$ cat config.mk
export PLATFORM = sky130hd
export DESIGN_NAME = lcd_cmd_host
export DESIGN_NICKNAME = d
export VERILOG_FILES = /design/src/rtl/lcd_pkg.sv /design/src/rtl/lcd_host_timer.sv /design/src/rtl/lcd_cmd_host.sv
export SDC_FILE = /design/constraint.sdc
export NUM_CORES = 1
export LEC_CHECK = 0
export BUFFER_PORTS_ARGS = -buffer_cell sky130_fd_sc_hd__buf_2
export CAP_MARGIN = 40
export CORE_ASPECT_RATIO = 1.1
export CORE_MARGIN = 4
export CORE_UTILIZATION = 35
export CTS_BUF_LIST = sky130_fd_sc_hd__clkbuf_2
export CTS_CLUSTER_DIAMETER = 40
export CTS_CLUSTER_SIZE = 16
export DETAILED_ROUTE_END_ITERATION = 16
export HOLD_SLACK_MARGIN = 0.08
export SYNTH_ARGS = -nofsm -noshare
export SYNTH_HDL_FRONTEND = slang
export SYNTH_SLANG_ARGS = --single-unit
$ cat constraint.sdc
create_clock -name clk -period 2.15 [get_ports clk]
set_input_delay 0.3225 -clock clk [delete_from_list [all_inputs] [get_ports clk]]
set_output_delay 0.3225 -clock clk [all_outputs]
set_load 0.005 [all_outputs]
$ cat src/rtl/lcd_pkg.sv
// Shared types and constants for the LCD command host: command encodings,
// host FSM states and the default wait timeout.
package lcd_pkg;

  // Default number of cycles the host waits for busy to drop or done to rise
  localparam int unsigned TimeoutDefault = 1023;

  // Commands understood by the LCD controller
  typedef enum logic [2:0] {
    CmdWrite   = 3'd0,
    CmdUp      = 3'd1,
    CmdDown    = 3'd2,
    CmdLeft    = 3'd3,
    CmdRight   = 3'd4,
    CmdAvg     = 3'd5,
    CmdMirrorX = 3'd6,
    CmdMirrorY = 3'd7
  } lcd_cmd_e;

  typedef enum logic [2:0] {
    StIdle,
    StWaitRdy,
    StFetch,
    StIssue,
    StGap,
    StWaitDone,
    StFin,
    StErr
  } lcd_state_e;

  localparam logic [4:0] CromLastAddr = 5'd31;
  localparam logic [5:0] CmdCntMax    = 6'd63;

endpackage

$ cat src/rtl/lcd_host_timer.sv
// Wait timer for the LCD command host. load restarts the count at zero,
// count advances it, expired flags the TIMEOUT-th waiting cycle.
module lcd_host_timer #(
  parameter int unsigned TIMEOUT = 1023
) (
  input  logic clk,
  input  logic reset,
  input  logic load,
  input  logic count,
  output logic expired
);

  localparam int unsigned Width = $clog2(TIMEOUT + 1);

  logic [Width-1:0] cnt_q;

  // Cycle counter; the host stops counting once expired, so it never wraps
  always_ff @(posedge clk or negedge reset) begin
    if (!reset) begin
      cnt_q <= '0;
    end else if (load) begin
      cnt_q <= '0;
    end else if (count) begin
      cnt_q <= cnt_q + Width'(1);
    end
  end

  assign expired = (cnt_q == Width'(TIMEOUT - 1));

endmodule

$ cat src/rtl/lcd_cmd_host.sv
// LCD command host: reads a command list from a 32-entry ROM and feeds it to
// the LCD controller one strobe at a time, waiting for busy to drop between
// commands and for done after the final write command.
// Optional feature: define LCD_HOST_CKSUM_EN to add the cksum/wr_cnt outputs
// that sum and count IRB writes.
module lcd_cmd_host
  import lcd_pkg::*;
#(
  parameter int unsigned TIMEOUT = TimeoutDefault
) (
  input  logic       clk,
  input  logic       reset,
  input  logic       start,
  output logic       CROM_EN,
  output logic [4:0] CROM_A,
  input  logic [2:0] CROM_Q,
  output logic [2:0] cmd,
  output logic       cmd_valid,
  input  logic       busy,
  input  logic       done,
  input  logic       IRB_RW,
  input  logic [7:0] IRB_D,
  output logic       host_done,
  output logic       err,
  output logic [5:0] cmd_cnt
`ifdef LCD_HOST_CKSUM_EN
  ,
  output logic [15:0] cksum,
  output logic [6:0]  wr_cnt
`endif
);

  lcd_state_e state_q, state_d;
  lcd_cmd_e   cmd_q, cmd_d;
  logic [4:0] crom_a_q, crom_a_d;
  logic [5:0] cmd_cnt_q, cmd_cnt_d;
  logic       cmd_valid_q, cmd_valid_d;
  logic       host_done_q, host_done_d;
  logic       err_q, err_d;
  // Set after a non-write command at the last ROM address: next issue is a write
  logic       force_zero_q, force_zero_d;
  logic       crom_en;
  logic       tmr_load, tmr_count, tmr_expired;

  lcd_host_timer #(
    .TIMEOUT(TIMEOUT)
  ) u_timer (
    .clk    (clk),
    .reset  (reset),
    .load   (tmr_load),
    .count  (tmr_count),
    .expired(tmr_expired)
  );

  // Next-state and output decode; ROM read is requested in the cycle busy is seen low
  always_comb begin
    state_d      = state_q;
    cmd_d        = cmd_q;
    crom_a_d     = crom_a_q;
    cmd_cnt_d    = cmd_cnt_q;
    cmd_valid_d  = 1'b0;
    host_done_d  = host_done_q;
    err_d        = err_q;
    force_zero_d = force_zero_q;
    crom_en      = 1'b1;
    tmr_load     = 1'b0;
    tmr_count    = 1'b0;
    unique case (state_q)
      StIdle: begin
        if (start) begin
          cmd_cnt_d    = '0;
          crom_a_d     = '0;
          host_done_d  = 1'b0;
          err_d        = 1'b0;
          force_zero_d = 1'b0;
          tmr_load     = 1'b1;
          state_d      = StWaitRdy;
        end
      end
      StWaitRdy: begin
        if (!busy) begin
          crom_en = force_zero_q;
          state_d = StFetch;
        end else if (tmr_expired) begin
          err_d       = 1'b1;
          host_done_d = 1'b1;
          state_d     = StErr;
        end else begin
          tmr_count = 1'b1;
        end
      end
      StFetch: begin
        // ROM data is valid now; register it so the strobe lines up with ISSUE
        cmd_d       = force_zero_q ? CmdWrite : lcd_cmd_e'(CROM_Q);
        cmd_valid_d = 1'b1;
        cmd_cnt_d   = (cmd_cnt_q == CmdCntMax) ? cmd_cnt_q : cmd_cnt_q + 6'd1;
        state_d     = StIssue;
      end
      StIssue: begin
        if (cmd_q == CmdWrite) begin
          tmr_load = 1'b1;
          state_d  = StWaitDone;
        end else begin
          if (crom_a_q == CromLastAddr) begin
            force_zero_d = 1'b1;
          end else begin
            crom_a_d = crom_a_q + 5'd1;
          end
          state_d = StGap;
        end
      end
      StGap: begin
        tmr_load = 1'b1;
        state_d  = StWaitRdy;
      end
      StWaitDone: begin
        if (done) begin
          host_done_d = 1'b1;
          state_d     = StFin;
        end else if (tmr_expired) begin
          err_d       = 1'b1;
          host_done_d = 1'b1;
          state_d     = StErr;
        end else begin
          tmr_count = 1'b1;
        end
      end
      StFin:   state_d = StIdle;
      StErr:   state_d = StIdle;
      default: state_d = StIdle;
    endcase
  end

  // State and registered outputs
  always_ff @(posedge clk or negedge reset) begin
    if (!reset) begin
      state_q      <= StIdle;
      cmd_q        <= CmdWrite;
      crom_a_q     <= '0;
      cmd_cnt_q    <= '0;
      cmd_valid_q  <= 1'b0;
      host_done_q  <= 1'b0;
      err_q        <= 1'b0;
      force_zero_q <= 1'b0;
    end else begin
      state_q      <= state_d;
      cmd_q        <= cmd_d;
      crom_a_q     <= crom_a_d;
      cmd_cnt_q    <= cmd_cnt_d;
      cmd_valid_q  <= cmd_valid_d;
      host_done_q  <= host_done_d;
      err_q        <= err_d;
      force_zero_q <= force_zero_d;
    end
  end

  assign CROM_EN   = crom_en;
  assign CROM_A    = crom_a_q;
  assign cmd       = cmd_q;
  assign cmd_valid = cmd_valid_q;
  assign host_done = host_done_q;
  assign err       = err_q;
  assign cmd_cnt   = cmd_cnt_q;

`ifdef LCD_HOST_CKSUM_EN
  logic [15:0] cksum_q;
  logic [6:0]  wr_cnt_q;
  logic        start_accepted;

  assign start_accepted = (state_q == StIdle) && start;

  // Running sum and count of IRB write cycles since the last accepted start
  always_ff @(posedge clk or negedge reset) begin
    if (!reset) begin
      cksum_q  <= '0;
      wr_cnt_q <= '0;
    end else if (start_accepted) begin
      cksum_q  <= '0;
      wr_cnt_q <= '0;
    end else if (!IRB_RW) begin
      cksum_q  <= cksum_q + {8'h00, IRB_D};
      wr_cnt_q <= wr_cnt_q + 7'd1;
    end
  end

  assign cksum  = cksum_q;
  assign wr_cnt = wr_cnt_q;
`else
  logic unused_irb;
  assign unused_irb = ^{IRB_RW, IRB_D};
`endif

endmodule

**Word level (Yosys, flattened, before mapping)**

Cells that the tools add are included.
Widths: inputs -> output; s select.

- Flip-flop bits (word level): 31
- Input port bits: 17
- Output and inout bits: 18
- Word-level logic and storage cells: 79

- Add/sub/neg operators: 3
- Equal/unequal tests: 17
- Multiplexer cells: 38
- Reduce and logical (&&, ||, !) cells: 12

Operator list:

| operator | count |
|---|---|
| $pmux 3 s7 | 1 |
| $mux 10 | 2 |
| $mux 1 | 18 |
| $mux 3 | 5 |
| $mux 5 | 3 |
| $ne 2x2->1 const B | 7 |
| $eq 3x3->1 const B | 4 |
| $mux 6 | 2 |
| $pmux 6 s2 | 1 |
| $reduce_and 4->1 | 3 |
| $add 10x1->10 const B | 1 |
| $eq 10x10->1 const B | 1 |
| $pmux 5 s2 | 1 |
| $pmux 1 s3 | 3 |
| $add 6x1->6 const B | 1 |
| $eq 3x2->1 const B | 2 |
| $eq 6x6->1 const B | 1 |
| $logic_not 3->1 | 2 |
| $reduce_and 3->1 | 2 |
| $reduce_bool 2->1 | 3 |
| $add 5x1->5 const B | 1 |
| $eq 5x5->1 const B | 1 |
| $pmux 1 s2 | 2 |
| $eq 3x1->1 const B | 1 |
| other kinds (2) | 2 |

**Longest topological paths before layout**

Gate-level depths: netlist of the first run.

- Depth after elaboration: 6
- Depth in mapped cells: 7
- Mapped depth without buffers: 7

**Hierarchy**

Synthesis of the first run repeated with hierarchy kept, for this count alone.

- Cell total of the unflattened synthesis: 191
- Area total of the unflattened synthesis: 1,766.7 sq um

Modules (own cells, without submodules):

| module | times used | cells each | area each (sq um) | seq. area each (sq um) |
|---|---|---|---|---|
| lcd_cmd_host | 1 | 138 | 1,238.7 | 525.5 |
| lcd_host_timer | 1 | 53 | 528.0 | 250.2 |

**Least setup slack after synthesis of the first run**

Ideal clock, no wire load.

- Path kind: reg2reg
- Start: register crom_a_q[0] (netlist: CROM_A[0])
- End: register crom_a_q[3] (netlist: CROM_A[3])
- Setup time: 0.077 ns
- Arrival: 1.841 ns
- Required time: 2.073 ns
- Setup slack: 0.232 ns
- Stages on the path, launching flop included: 8
- Buffers on the path: 0
- Clock period less this slack: 1.918 ns
- Cells stage by stage: dfrtp_1 ha_1 and3_1 ha_1 and4bb_2 o2bb2ai_4 or3_1 a21oi_1

- Longest elaborated chain between the ends: 4
- Elaborated cells between the ends (all ways): 7
- Classes of those cells: add/sub: 1; eq/ne: 2; mux: 3; reduce/logical: 1

RTL lines:

| what | RTL line | RTL |
|---|---|---|
| start: declaration | lcd_cmd_host.sv:35 | `logic [4:0] crom_a_q, crom_a_d;` |
| start signal: assignment | lcd_cmd_host.sv:148 | `crom_a_q <= crom_a_d;` |
| $add 5x1->5 | lcd_cmd_host.sv:107 | `crom_a_d = crom_a_q + 5'd1;` |
| $mux 5 | lcd_cmd_host.sv:104 | `if (crom_a_q == CromLastAddr) begin` |
| $mux 5 | lcd_cmd_host.sv:100 | `if (cmd_q == CmdWrite) begin` |
| $pmux 5 s2 | lcd_cmd_host.sv:68 | `unique case (state_q)` |

Parallel ways exist; a longest one is shown, timed or not. The select of a mux whose other input is x is not followed.
A chain may end at the register's enable or synchronous reset.

**Final worst setup path of the first run**

Ends and elaborated chain as after synthesis.

==> flow_metrics.env, run 1 <==
export IMPL_hold_viol=0
export IMPL_grt_max_degree=32
export IMPL_cts_root_buf="clkbuf_2"
export IMPL_synthTopCellsByCount="31 x dfrtp_1, 22 x nand2_1, 12 x nor2_1"
export IMPL_hpwl_um=2660
export IMPL_status="finished, final reports clean"
export IMPL_drive_above_1_share=0.223
export IMPL_ys_ff_latch=31
export IMPL_path_class="reg -> reg"
export IMPL_drt_initial_drc_count=76
export IMPL_relSlewSlack=0.543
export IMPL_final_period_utilization=0.944
export IMPL_antenna_found_initial=0
export IMPL_finalCriticalPeriod_ns=2.03
export IMPL_overflow=0
export IMPL_reg2regPathDepth=7
export IMPL_gp_congestion=0.773
export IMPL_setup_tns_ns=0
export IMPL_grtUsageTotal=0.132
export IMPL_die_area_um2=6180
export IMPL_synthCells=177
export IMPL_avgSynthCellArea_um2=9.86
export IMPL_cts_tree="done"
export IMPL_maxSlewViolCount=0
export IMPL_pwr_share_seq=0.466
export IMPL_num_rows=26
export IMPL_power_internal_mw=1.07
export IMPL_wirelength_um=3630
export IMPL_ys_flop_type="dfrtp_1"
export IMPL_power_frac_comb=0.385
export IMPL_setup_viol=0
export IMPL_reg2reg_to="CROM_A[3]"
export IMPL_grt_first_pass_wirelength_um=6240
export IMPL_insertion_delay_ns=0.36
export IMPL_fmax_mhz=493
export IMPL_r2r_start="CROM_A[0]"
export IMPL_p_leak_nw=0.894
export IMPL_port_buffers=25
export IMPL_via_per_inst=5.39
export IMPL_syn_num_nets=199
export IMPL_yosysSeqAreaShare=0.444
export IMPL_die_x_um=75.3
export IMPL_postCtsResizedCells=0
export IMPL_power_density_nw_per_um2=935
export IMPL_syn_area_um2=1750
export IMPL_critPathMaxFanout=10
export IMPL_clockPowerShare=0.148
export IMPL_hold_class="in -> reg"
export IMPL_rsz0062_at_grt="false"
export IMPL_clockBufferDepth=2
export IMPL_p_switching_uw=779
export IMPL_reg2reg_slack_ns=0.12
export IMPL_hp_start="CROM_Q[2]"
export IMPL_synth_area_leaders="dfrtp_1 44%, nand2_1 4.7%, ha_1 3.6%"
export IMPL_core_area_um2=4750
export IMPL_die_height_um=82.1
export IMPL_postCtsSetupBuffers=0
export IMPL_areaGrowthSynthToFinish_pct=13.4
export IMPL_cp_end_kind="register"
export IMPL_io_pins=35
export IMPL_clkTransAtPathRegs_ns=0.15
export IMPL_diodes=0
export IMPL_clock_sinks=31
export IMPL_synth_cell_types=45
export IMPL_setup_worst_path_start_class="register"
export IMPL_yosysMostFrequentCell="dfrtp_1"
export IMPL_ys_warn_count=0
export IMPL_initial_utilization=0.367
export IMPL_nets=232
export IMPL_worstPathArrival_ns=2.33
export IMPL_grt_pass1_vias=1318
export IMPL_async_flop_share=1.00
export IMPL_synth_top_area_share=0.444
export IMPL_swShare=0.421
export IMPL_max_cap_violations=0
export IMPL_wl_per_cell_um=13.6
export IMPL_yosysTopAreaCell="dfrtp_1"
export IMPL_drc=0
export IMPL_cts_hold_fix_buffers=1
export IMPL_ant_nets=0
export IMPL_peakVddDrop_mv=0.448
export IMPL_cts_buffers=5
export IMPL_via_count=1439
export IMPL_synth_edff_count=0
export IMPL_final_util=0.417
export IMPL_worstPathRequired_ns=2.45
export IMPL_htreeDepth=2
export IMPL_tightest_slew_ns=0.685
export IMPL_worst_clock_skew_ns=0.0137
export IMPL_holdPathStages=3
export IMPL_hold_path_end="cmd[2]"
export IMPL_dr_pass1_iters=4
[layout by cell type (no fill, tap or decap), drive strengths merged, types with 6 or more instances in the layout]
master and n:
o21ai 10, a21oi 9, inv 8, nand2 22, nor2 12, nand3 11, clkbuf 6, dfrtp 31
buf 29
[sequential cells by signal, indices dropped and copies added, names as in the netlist]
name / flops
force_zero_q: 1
state_q: 3
CROM_A: 5
cmd_cnt: 6
err: 1
cmd: 3
u_timer.cnt_q: 10
host_done: 1
cmd_valid: 1
[worst max-delay path: stages (launching register included)]
cell	delay (ns)
dfrtp_1	0.45
ha_1	0.22
and3_1	0.18
ha_1	0.20
and4bb_2	0.32
o2bb2ai_4	0.09
or3_1	0.35
a21oi_1	0.14
[per-layer routing]
metal	routed length, µm	vias to the layer above	share of wire	global-route usage
met3	195	5	0.054	0.0477
met5	0	-	0	0
met1	1590	672	0.44	0.165
met4	22	0	0.0061	0.0367
met2	1820	39	0.50	0.215
li1	-	723	-	-
[power groups by stage]
stage,registers (mW),logic [mW],clock network (mW)
floorplan,0.806,0.583,0
global placement,0.872,0.714,0
detailed placement,0.878,0.720,0
CTS,0.865,0.724,0.293
global route,0.890,0.817,0.327
finish,0.863,0.713,0.275
[layout make-up]
type	count	area (µm²)
clock inverters	2	7.51
fillers	492	2770
repair buffers	30	165
inverters	8	30.0
flip-flops and latches	31	776
multi-input cells	134	901
clock buffers	6	30.0
well taps	56	70.1
[cell families (layout without fill, tap and decap cells)]
kind of cell,Yosys count,in the layout,synth area share
AND/OR/NAND/NOR,75,75,0.234
AO/OA/AOI/OAI,48,48,0.211
flip-flops,31,31,0.444
buffers and inverters,12,46,0.0394
multiplexers,6,6,0.0351
adder cells (fa/ha/maj),5,5,0.0358
[metrics by stage]
stage,power [mW],area (µm²),instances,hold WS (ns),setup slack (ns)
6_report,1.85,1980,267,0.196,0.120
5_1_grt,2.03,1980,267,0.140,0.0352
4_1_cts,1.88,1980,267,0.173,0.0977
3_5_place_dp,1.60,1930,258,0.414,0.130
3_3_place_gp,1.59,1930,258,0.412,0.171
2_1_floorplan,1.39,1750,177,0.0269,0.232
[how the worst max path moves through the flow]
| stage | start | to | slack (ns) | depth (start not counted) |
|---|---|---|---|---|
| after detailed placement | CROM_A[0] | CROM_A[3] | 0.13 | 7 |
| final | CROM_A[0] | CROM_A[3] | 0.12 | 7 |
| after CTS | CROM_A[0] | CROM_A[3] | 0.1 | 7 |
| after global routing | CROM_A[0] | CROM_A[3] | 0.04 | 7 |
| after floorplan | CROM_A[0] | CROM_A[3] | 0.23 | 7 |
| after global placement | CROM_A[0] | CROM_A[3] | 0.17 | 7 |
(Power assumes the default switching activity.)
==> run 2: changes to the inputs <==
==> constraint.sdc (replaced) <==
create_clock -name clk -period 2.25 [get_ports clk]
set_input_delay 0.45 -clock clk [delete_from_list [all_inputs] [get_ports clk]]
set_output_delay 0.45 -clock clk [all_outputs]
set_load 0.005 [all_outputs]
==> run 2 against run 1 <==
- sequential cell count unchanged
- cell area up 1.7%
- global-route usage grew 0.079 points
- utilization grew 0.71 points
- die area stayed put
- clock power is 40% higher
- worst setup slack better by 0.069 ns
- routed wire length is 2.4% higher
- count of clock-buffer cells in the layout shrank 1
- critical path type is now reg -> out
- critical endpoint is now CROM_EN
==> flow_metrics.env, run 2 (synthesis gave the netlist of run 1 again) <==
export IMPL_mostFrequentLayoutCells="31 x dfrtp_1, 25 x buf_2, 22 x nand2_1, 12 x nor2_1, 11 x nand3_1"
export IMPL_worstPathRequired_ns=1.80
export IMPL_wl_per_cell_um=13.9
export IMPL_setup_viol=0
export IMPL_maxSlewViolCount=0
export IMPL_postCtsSetupBuffers=0
export IMPL_setup_worst_path_start_class="register"
export IMPL_r2r_start="CROM_A[0]"
export IMPL_cts_tree="done"
export IMPL_p_leak_nw=0.912
export IMPL_htreeDepth=2
export IMPL_relSlewSlack=0.535
export IMPL_hold_class="in -> reg"
export IMPL_tightest_slew_ns=0.697
export IMPL_die_x_um=75.3
export IMPL_antenna_found_initial=0
export IMPL_dr_pass1_iters=4
export IMPL_insertion_delay_ns=0.38
export IMPL_slowest_delay_ns=0.68
export IMPL_clkTransAtPathRegs_ns=0.18
export IMPL_holdPathStages=3
export IMPL_via_per_inst=5.40
export IMPL_hpwl_um=2640
export IMPL_worst_clock_skew_ns=0.0199
export IMPL_largest_register_ffs=10
export IMPL_num_rows=26
export IMPL_reg2regPathDepth=7
export IMPL_port_buffers=25
export IMPL_clockBufferDepth=2
export IMPL_die_area_um2=6180
export IMPL_finalCriticalPeriod_ns=2.06
export IMPL_grtUsageTotal=0.133
export IMPL_gp_congestion=0.808
export IMPL_nets=233
export IMPL_pwr_share_seq=0.427
export IMPL_power_frac_comb=0.372
export IMPL_grt_pass1_vias=1295
export IMPL_reg2reg_to="CROM_A[3]"
export IMPL_hold_viol=0
export IMPL_peakVddDrop_mv=0.396
export IMPL_max_cap_violations=0
export IMPL_overflow=0
export IMPL_status="finished, final reports clean"
export IMPL_power_density_nw_per_um2=949
export IMPL_path_cells="and2b_2, nand3b_1, buf_2"
export IMPL_cp_slowest_cell="dfrtp_1"
export IMPL_cp_end_kind="primary output"
export IMPL_fmax_mhz=485
export IMPL_final_common_cell="dfrtp_1"
export IMPL_power_internal_mw=1.14
export IMPL_grt_max_degree=32
export IMPL_drive_above_1_share=0.231
export IMPL_swShare=0.402
export IMPL_ant_nets=0
export IMPL_io_pins=35
export IMPL_diodes=0
export IMPL_rsz0062_at_grt="false"
export IMPL_areaGrowthSynthToFinish_pct=15.3
export IMPL_die_height_um=82.1
export IMPL_via_count=1447
export IMPL_initial_utilization=0.367
export IMPL_worstPathArrival_ns=1.61
export IMPL_holdWs_ns=0.287
export IMPL_critPathMaxFanout=15
export IMPL_core_area_um2=4750
export IMPL_clock_sinks=31
export IMPL_drt_initial_drc_count=43
export IMPL_largest_register="u_timer.cnt_q"
export IMPL_path_delay_family="flip-flops"
export IMPL_hp_start="CROM_Q[0]"
export IMPL_wirelength_um=3710
export IMPL_cts_buffers=5
export IMPL_clockPowerShare=0.201
export IMPL_cts_root_buf="clkbuf_2"
export IMPL_final_period_utilization=0.916
export IMPL_cp_buffers_inverters=1
export IMPL_grt_first_pass_wirelength_um=6230
export IMPL_drc=0
export IMPL_reg2reg_slack_ns=0.22
export IMPL_path_class="reg -> out"
export IMPL_p_switching_uw=768
export IMPL_setup_tns_ns=0
export IMPL_hold_path_end="cmd[0]"
## run 2: cell types whose count changed in the layout (fill, tap and decap cells not counted), sizes merged
cell,change
clkbuf,-1
buf,+1
bufinv,+1
## run 2: through the flow
step | setup WS, ns | util | power [mW] | instances | instance area, µm²
3_5_place_dp | 0.247 | 0.408 | 1.54 | 259 | 1940
2_1_floorplan | 0.332 | - | 1.33 | 177 | 1750
6_report | 0.190 | 0.424 | 1.91 | 268 | 2010
4_1_cts | 0.164 | 0.422 | 1.93 | 267 | 2000
5_1_grt | 0.0629 | 0.424 | 2.08 | 268 | 2010
3_3_place_gp | 0.278 | 0.408 | 1.53 | 259 | 1940
## run 2: cell type report
class,instances,area [µm²]
timing repair buffer,31,173
sequential,31,776
clock inverter,3,38.8
multi-input combinational,134,901
fill,485,2740
tap,56,70.1
inverter,8,30.0
clock buffer,5,25.0
## run 2: worst max path at each step
stage / from / to / slack (ns) / cells past startpoint
after floorplan: CROM_A[0] / CROM_A[3] / 0.33 / 7
after global routing: state_q[1] / CROM_EN / 0.06 / 3
final: state_q[1] / CROM_EN / 0.19 / 3
after detailed placement: CROM_A[0] / CROM_A[3] / 0.25 / 7
after CTS: state_q[1] / CROM_EN / 0.16 / 3
after global placement: CROM_A[0] / CROM_A[3] / 0.28 / 7
## run 2: power groups by stage
stage | logic, mW | registers [mW] | clock network, mW
after floorplan | 0.557 | 0.770 | 0
after global placement | 0.708 | 0.823 | 0
after detailed placement | 0.717 | 0.826 | 0
after CTS | 0.719 | 0.813 | 0.400
after global routing | 0.810 | 0.836 | 0.433
final | 0.710 | 0.815 | 0.384
## run 2: metal layers
layer / vias up / global-route usage / part of all wire
met4: 0 / 0.0524 / 0.018
met1: 684 / 0.174 / 0.46
li1: 732 / - / -
met3: 7 / 0.0367 / 0.046
met2: 24 / 0.206 / 0.48
met5: - / 0 / 0
## run 2: worst reg2reg max path, delay by kind of cell (launching register included)
kind / cells / cell delay, ns
AO/OA/AOI/OAI: 2 / 0.24
adder cells (fa/ha/maj): 2 / 0.41
flip-flops: 1 / 0.46
AND/OR/NAND/NOR: 3 / 0.87
## run 2: what timing repair did
item	CTS	global route
gates resized for setup	0	0
hold buffers	0	1
endpoints found under the hold margin	0	10
